**config.mk**
```make
export PLATFORM = sky130hd
export DESIGN_NAME = siso_seq_ctrl
export DESIGN_NICKNAME = d
export VERILOG_FILES = /design/src/rtl/siso_pkg.sv /design/src/rtl/siso_bit_ctr.sv /design/src/rtl/siso_seq_ctrl.sv
export SDC_FILE = /design/constraint.sdc
export NUM_CORES = 1
export LEC_CHECK = 0
export BUFFER_PORTS_ARGS = -buffer_cell sky130_fd_sc_hd__buf_2
export CAP_MARGIN = 20
export CORE_ASPECT_RATIO = 0.75
export CORE_MARGIN = 8
export CORE_UTILIZATION = 50
export DETAILED_ROUTE_END_ITERATION = 10
export GPL_ROUTABILITY_DRIVEN = 0
export PLACE_DENSITY = 0.69
export SYNTH_ARGS = -nofsm -noshare
export SYNTH_HDL_FRONTEND = slang
export SYNTH_HIERARCHICAL = 1
export SYNTH_SLANG_ARGS = --single-unit
```
**constraint.sdc**
```tcl
create_clock -name clk -period 2.9 [get_ports clk]
set_input_delay 0 -clock clk [delete_from_list [all_inputs] [get_ports clk]]
set_output_delay 0 -clock clk [all_outputs]
set_load 0.05 [all_outputs]
```
**src/rtl/siso_pkg.sv**
```systemverilog
`default_nettype none
// +--------------------------------------------------------------------+
// | siso_pkg : shared state type and index helpers for siso_seq_ctrl   |
// | Rev 1.0                                                            |
// +--------------------------------------------------------------------+
package siso_pkg;

  typedef enum logic [1:0] {
    IDLE  = 2'd0,
    CLEAR = 2'd1,
    SHIFT = 2'd2,
    DONE  = 2'd3
  } state_e;

  localparam int WIDTH_DEF = 8;
  localparam int DEPTH_DEF = 4;
  localparam int CNT_W     = $clog2(WIDTH_DEF + DEPTH_DEF + 1);

  function automatic int cnt_width(input int width, input int depth);
    return $clog2(width + depth + 1);
  endfunction

  // Word bit carried by serial slot 'slot' of the send/receive order.
  function automatic int bit_idx(input int slot, input int width, input bit msb_first);
    return msb_first ? (width - 1 - slot) : slot;
  endfunction

endpackage
`default_nettype wire

```
**src/rtl/siso_bit_ctr.sv**
```systemverilog
`default_nettype none
// +--------------------------------------------------------------------+
// | siso_bit_ctr : saturating slot counter with drive/sample windows   |
// | Rev 1.0                                                            |
// +--------------------------------------------------------------------+
module siso_bit_ctr
  import siso_pkg::*;
#(
  parameter int WIDTH    = WIDTH_DEF,
  parameter int DEPTH    = DEPTH_DEF,
  parameter int CNT_BITS = CNT_W
) (
  input  logic                clk,
  input  logic                clr,
  input  logic                sclr_i,
  input  logic                en_i,
  output logic [CNT_BITS-1:0] cnt_o,
  output logic                tc_o,
  output logic                drive_en_o,
  output logic                sample_en_o
);

  localparam logic [CNT_BITS-1:0] LAST    = CNT_BITS'(WIDTH + DEPTH - 1);
  localparam logic [CNT_BITS-1:0] DRV_END = CNT_BITS'(WIDTH);
  localparam logic [CNT_BITS-1:0] SMP_LO  = CNT_BITS'(DEPTH);

  logic [CNT_BITS-1:0] cnt_q, cnt_d;

  // Holds at the terminal count instead of wrapping.
  always_comb begin
    cnt_d = cnt_q;
    if (sclr_i) begin
      cnt_d = '0;
    end else if (en_i && !tc_o) begin
      cnt_d = cnt_q + CNT_BITS'(1);
    end
  end

  always_ff @(posedge clk) begin
    if (!clr) begin
      cnt_q <= '0;
    end else begin
      cnt_q <= cnt_d;
    end
  end

  assign cnt_o       = cnt_q;
  assign tc_o        = (cnt_q == LAST);
  assign drive_en_o  = (cnt_q < DRV_END);
  assign sample_en_o = (cnt_q >= SMP_LO) && (cnt_q <= LAST);

endmodule
`default_nettype wire

```
**src/rtl/siso_seq_ctrl.sv**
```systemverilog
`default_nettype none
// +--------------------------------------------------------------------+
// | siso_seq_ctrl : sends a word through a SISO chain and re-assembles |
// |                 it from the chain output. Rev 1.0                  |
// +--------------------------------------------------------------------+
module siso_seq_ctrl
  import siso_pkg::*;
#(
  parameter int WIDTH     = 8,
  parameter int DEPTH     = 4,
  parameter bit MSB_FIRST = 1'b1
) (
  input  logic             clk,
  input  logic             clr,
  input  logic             start_valid,
  output logic             start_ready,
  input  logic [WIDTH-1:0] tx_data,
  input  logic             abort,
  output logic             sr_d,
  output logic             sr_clr,
  input  logic             sr_q,
  output logic [WIDTH-1:0] rx_data,
  output logic             done,
  output logic             match,
  output logic             aborted,
  output logic             busy
);

  localparam int                  CNT_BITS = cnt_width(WIDTH, DEPTH);
  localparam logic [CNT_BITS-1:0] LAST_DRV = CNT_BITS'(WIDTH - 1);

  state_e              state_q, state_d;
  logic [WIDTH-1:0]    tx_q, tx_d, rx_sh_q, rx_sh_d, rx_q, rx_d;
  logic                sr_d_q, sr_d_d, done_q, done_d;
  logic                match_q, match_d, aborted_q, aborted_d;
  logic [CNT_BITS-1:0] cnt;
  logic                tc, drive_en, sample_en, in_shift, tx_bit;
  logic [WIDTH-1:0]    rx_mask, rx_bit;
  int                  nxt_idx, rx_idx;

  assign in_shift = (state_q == SHIFT);

  siso_bit_ctr #(
    .WIDTH    (WIDTH),
    .DEPTH    (DEPTH),
    .CNT_BITS (CNT_BITS)
  ) u_ctr (
    .clk         (clk),
    .clr         (clr),
    .sclr_i      (!in_shift),
    .en_i        (in_shift),
    .cnt_o       (cnt),
    .tc_o        (tc),
    .drive_en_o  (drive_en),
    .sample_en_o (sample_en)
  );

  // sr_d is registered, so it is loaded with the bit of the slot about to start.
  assign nxt_idx = bit_idx(in_shift ? int'(cnt) + 1 : 0, WIDTH, MSB_FIRST);
  assign tx_bit  = |(tx_q & (WIDTH'(1) << nxt_idx));
  assign rx_idx  = bit_idx(int'(cnt) - DEPTH, WIDTH, MSB_FIRST);
  assign rx_mask = WIDTH'(1) << rx_idx;
  assign rx_bit  = WIDTH'(sr_q) << rx_idx;

  always_comb begin
    state_d   = state_q;
    tx_d      = tx_q;
    rx_sh_d   = rx_sh_q;
    rx_d      = rx_q;
    match_d   = match_q;
    sr_d_d    = 1'b0;
    done_d    = 1'b0;
    aborted_d = 1'b0;
    unique case (state_q)
      IDLE: begin
        if (start_valid) begin
          tx_d    = tx_data;
          state_d = CLEAR;
        end
      end
      CLEAR: begin
        if (abort) begin
          aborted_d = 1'b1;
          state_d   = IDLE;
        end else begin
          sr_d_d  = tx_bit;
          state_d = SHIFT;
        end
      end
      SHIFT: begin
        if (abort) begin
          aborted_d = 1'b1;
          state_d   = IDLE;
        end else begin
          if (sample_en) begin
            rx_sh_d = (rx_sh_q & ~rx_mask) | rx_bit;
          end
          if (tc) begin
            state_d = DONE;
          end else if (drive_en && (cnt != LAST_DRV)) begin
            sr_d_d = tx_bit;
          end
        end
      end
      DONE: begin
        done_d  = 1'b1;
        rx_d    = rx_sh_q;
        match_d = (rx_sh_q == tx_q);
        state_d = IDLE;
      end
      default: state_d = IDLE;
    endcase
  end

  always_ff @(posedge clk) begin
    if (!clr) begin
      state_q   <= IDLE;
      tx_q      <= '0;
      rx_sh_q   <= '0;
      rx_q      <= '0;
      sr_d_q    <= 1'b0;
      done_q    <= 1'b0;
      match_q   <= 1'b0;
      aborted_q <= 1'b0;
    end else begin
      state_q   <= state_d;
      tx_q      <= tx_d;
      rx_sh_q   <= rx_sh_d;
      rx_q      <= rx_d;
      sr_d_q    <= sr_d_d;
      done_q    <= done_d;
      match_q   <= match_d;
      aborted_q <= aborted_d;
    end
  end

  assign start_ready = (state_q == IDLE);
  assign busy        = (state_q != IDLE);
  assign sr_clr      = (state_q == CLEAR) | ~clr;
  assign sr_d        = sr_d_q;
  assign rx_data     = rx_q;
  assign done        = done_q;
  assign match       = match_q;
  assign aborted     = aborted_q;

endmodule
`default_nettype wire

```
==> metrics.txt <==
gr usage total 15.10%; DR DRC count 0; Fmax 458.0 MHz; CTS resizes 0; post-route design area 2054 sq um; register area share after synthesis 39.39%; multi-input logic area 975.9 sq um; final WL 4038 um; GRT overflow 0; Post-synth EDFFs 0; final worst path period share 75.29%; worst-path maximum fanout 12; commonest non-fill, non-tap cell in the layout dfxtp_1; Finished Core Util 62.48%; Vias 1449; Num CTS Buffers 5; GRT met3 Usage 4.629%; worst-margin pin slew 0.7082 ns; Mapped Cells 192; root buffer cell clkbuf_8; initial antenna violation count 0; Yosys warnings 6; mapped cell area 1728 sq um; Clock transition at path regs 0.06 ns; crit end category flip-flop; drt wl/cell 15.12 um; H-tree depth 2; vias in the first global route 1430; power per cell area 469.9 nW/um^2; Synth Register Bits 34; Synth top area share 39.39%; post-layout minimum cycle time 2.183 ns; outcome finished, final reports clean; Final nets 248; largest net degree at the start of global routing 28; post-synth top area cell dfxtp_1; GRT busiest layer met2; RSZ-0062 raised after global routing no; setup TNS 0 ns; Most used DFF post-synth dfxtp_1; port buffer count 27; starting density of the core 52.55%; Final ANT Viol Nets 0; DIE AREA 5612 sq um; CP Data Required Time 3.05 ns; Final Hold Fails 0; Worst-Skew Late Latency 0.29 ns; Async SR Flop Fraction 0%; via-per-instance ratio 5.427; Slew Limit Fails 0; Max-slew headroom 52.49%; Hold WC Path Type in -> reg; GRT met1 Usage 18.40%; Area growth syn-to-layout 18.90%; register area 680.7 sq um; clock sinks 34; drt pass-1 iters 4; MaxCap Viol Count 0; CTS tree built; global-route wire length before repair 6844 um; post-synth cell types 38; Area after DPL 1883 sq um; die width 83.88 um; clock buffer depth 2; syn_area_per_cell 9.000 sq um; # fillers 279; core box area 3288 sq um; Setup CP Type reg -> reg; met2 GRT Util 24.11%; Setup crit start kind flip-flop; Antenna Cells 0; post-DP HPWL 2965 um; worst-case vdd ir drop 0.0003132 V; P_leak 0.8934 nW; Fin Clk Skew 0.009270 ns; DRT iter0 DRCs 80; num ports 28; crit path DAT 2.33 ns; main area contributors after synthesis dfxtp_1, mux2i_1, ha_1; final setup vio count 0; Rows 18; most frequent cells in the layout dfxtp_1, buf_2, nor2_1; Die Y 66.91 um; syn_nets 214; ratio of cells with drive above 1 in the final layout 18.50%
kinds of logic (layout without fill, tap and decap cells):
group,count (synthesis),in the layout,share of synthesized area [%]
muxes,19,19,11.01
AOI/OAI and AO/OA,26,26,10.43
DFF,34,34,39.39
xor gates and xnor gates,12,12,6.083
buffers and inverters,18,53,4.128
adders and majority gates,9,9,6.517
and+or+nand+nor,74,74,22.45
state kept, by name, indices dropped and copies added (netlist names):
| signal | cells |
|---|---|
| match | 1 |
| tx_q | 8 |
| rx_sh_q | 8 |
| sr_d | 1 |
| aborted | 1 |
| done | 1 |
| u_ctr/cnt_o | 4 |
| rx_data | 8 |
| state_q | 2 |
final timing paths:
kind	from	endpoint	slack, ns	cells past startpoint
worst max-delay path	u_ctr/cnt_o[0]	sr_d	0.72	5
worst min-delay path	clr	done	0.02	2
worst max register to register	u_ctr/cnt_o[0]	sr_d	0.72	5
worst min register to register	tx_q[2]	tx_q[2]	0.49	2
metrics by stage:
stage | total power, W | worst slack (ns) | hold WS [ns] | cells
after floorplan | 0.0005792 | 1.043 | 0.1273 | 192
after global placement | 0.0006050 | 0.8401 | 0.2538 | 251
after detailed placement | 0.0006088 | 0.7316 | 0.2579 | 251
after CTS | 0.0009706 | 0.7241 | 0.01857 | 267
after global routing | 0.001005 | 0.5163 | 0.03848 | 267
final | 0.0009654 | 0.7167 | 0.02278 | 267
worst max-delay path, stage by stage, from the launching register on:
cell,delay [ns]
dfxtp_1,0.58
ha_1,0.37
mux2i_1,0.15
a2111oi_0,0.41
a211oi_1,0.12
a2111oi_2,0.43
synth_stat cells (all sizes together) (2+ instances only):
cell type and count:
clkbuf 8, and4bb 2, and2 2, xor2 9, nor2 22, o21ai 3
dfxtp 34, nand3 13, nand3b 2, a211oi 2, ha 9, nand4 2
a21oi 12, mux2i 19, nand2 14, nand4b 4, a2111oi 3, and3 2
xnor2 3, a21bo 2, nand2b 4, inv 8, nor4 2
report_power, final:
| part | switching, W | internal, W |
|---|---|---|
| registers | 0.0000113 | 0.000478 |
| clock network | 0.000167 | 0.000191 |
| logic | 0.0000740 | 0.0000432 |
cell type report:
type	count	area share, %
multi-input combinational	140	47.50
sequential	34	33.13
timing repair buffer	36	10.84
clock buffer	7	4.202
tap	40	2.436
inverter	9	1.644
clock inverter	1	0.2436
routing by layer:
layer | vias to the layer above | part of all wire (%)
li1 | 737 | -
met1 | 656 | 47
met2 | 44 | 43
met3 | 12 | 6.7
met4 | 0 | 2.5
met5 | - | 0
what timing repair did:
item | in CTS | in global routing
hold buffers | 8 | 0
buffers inserted | 0 | 0
hold endpoints to repair | 8 | 0
(Power assumes the default switching activity.)
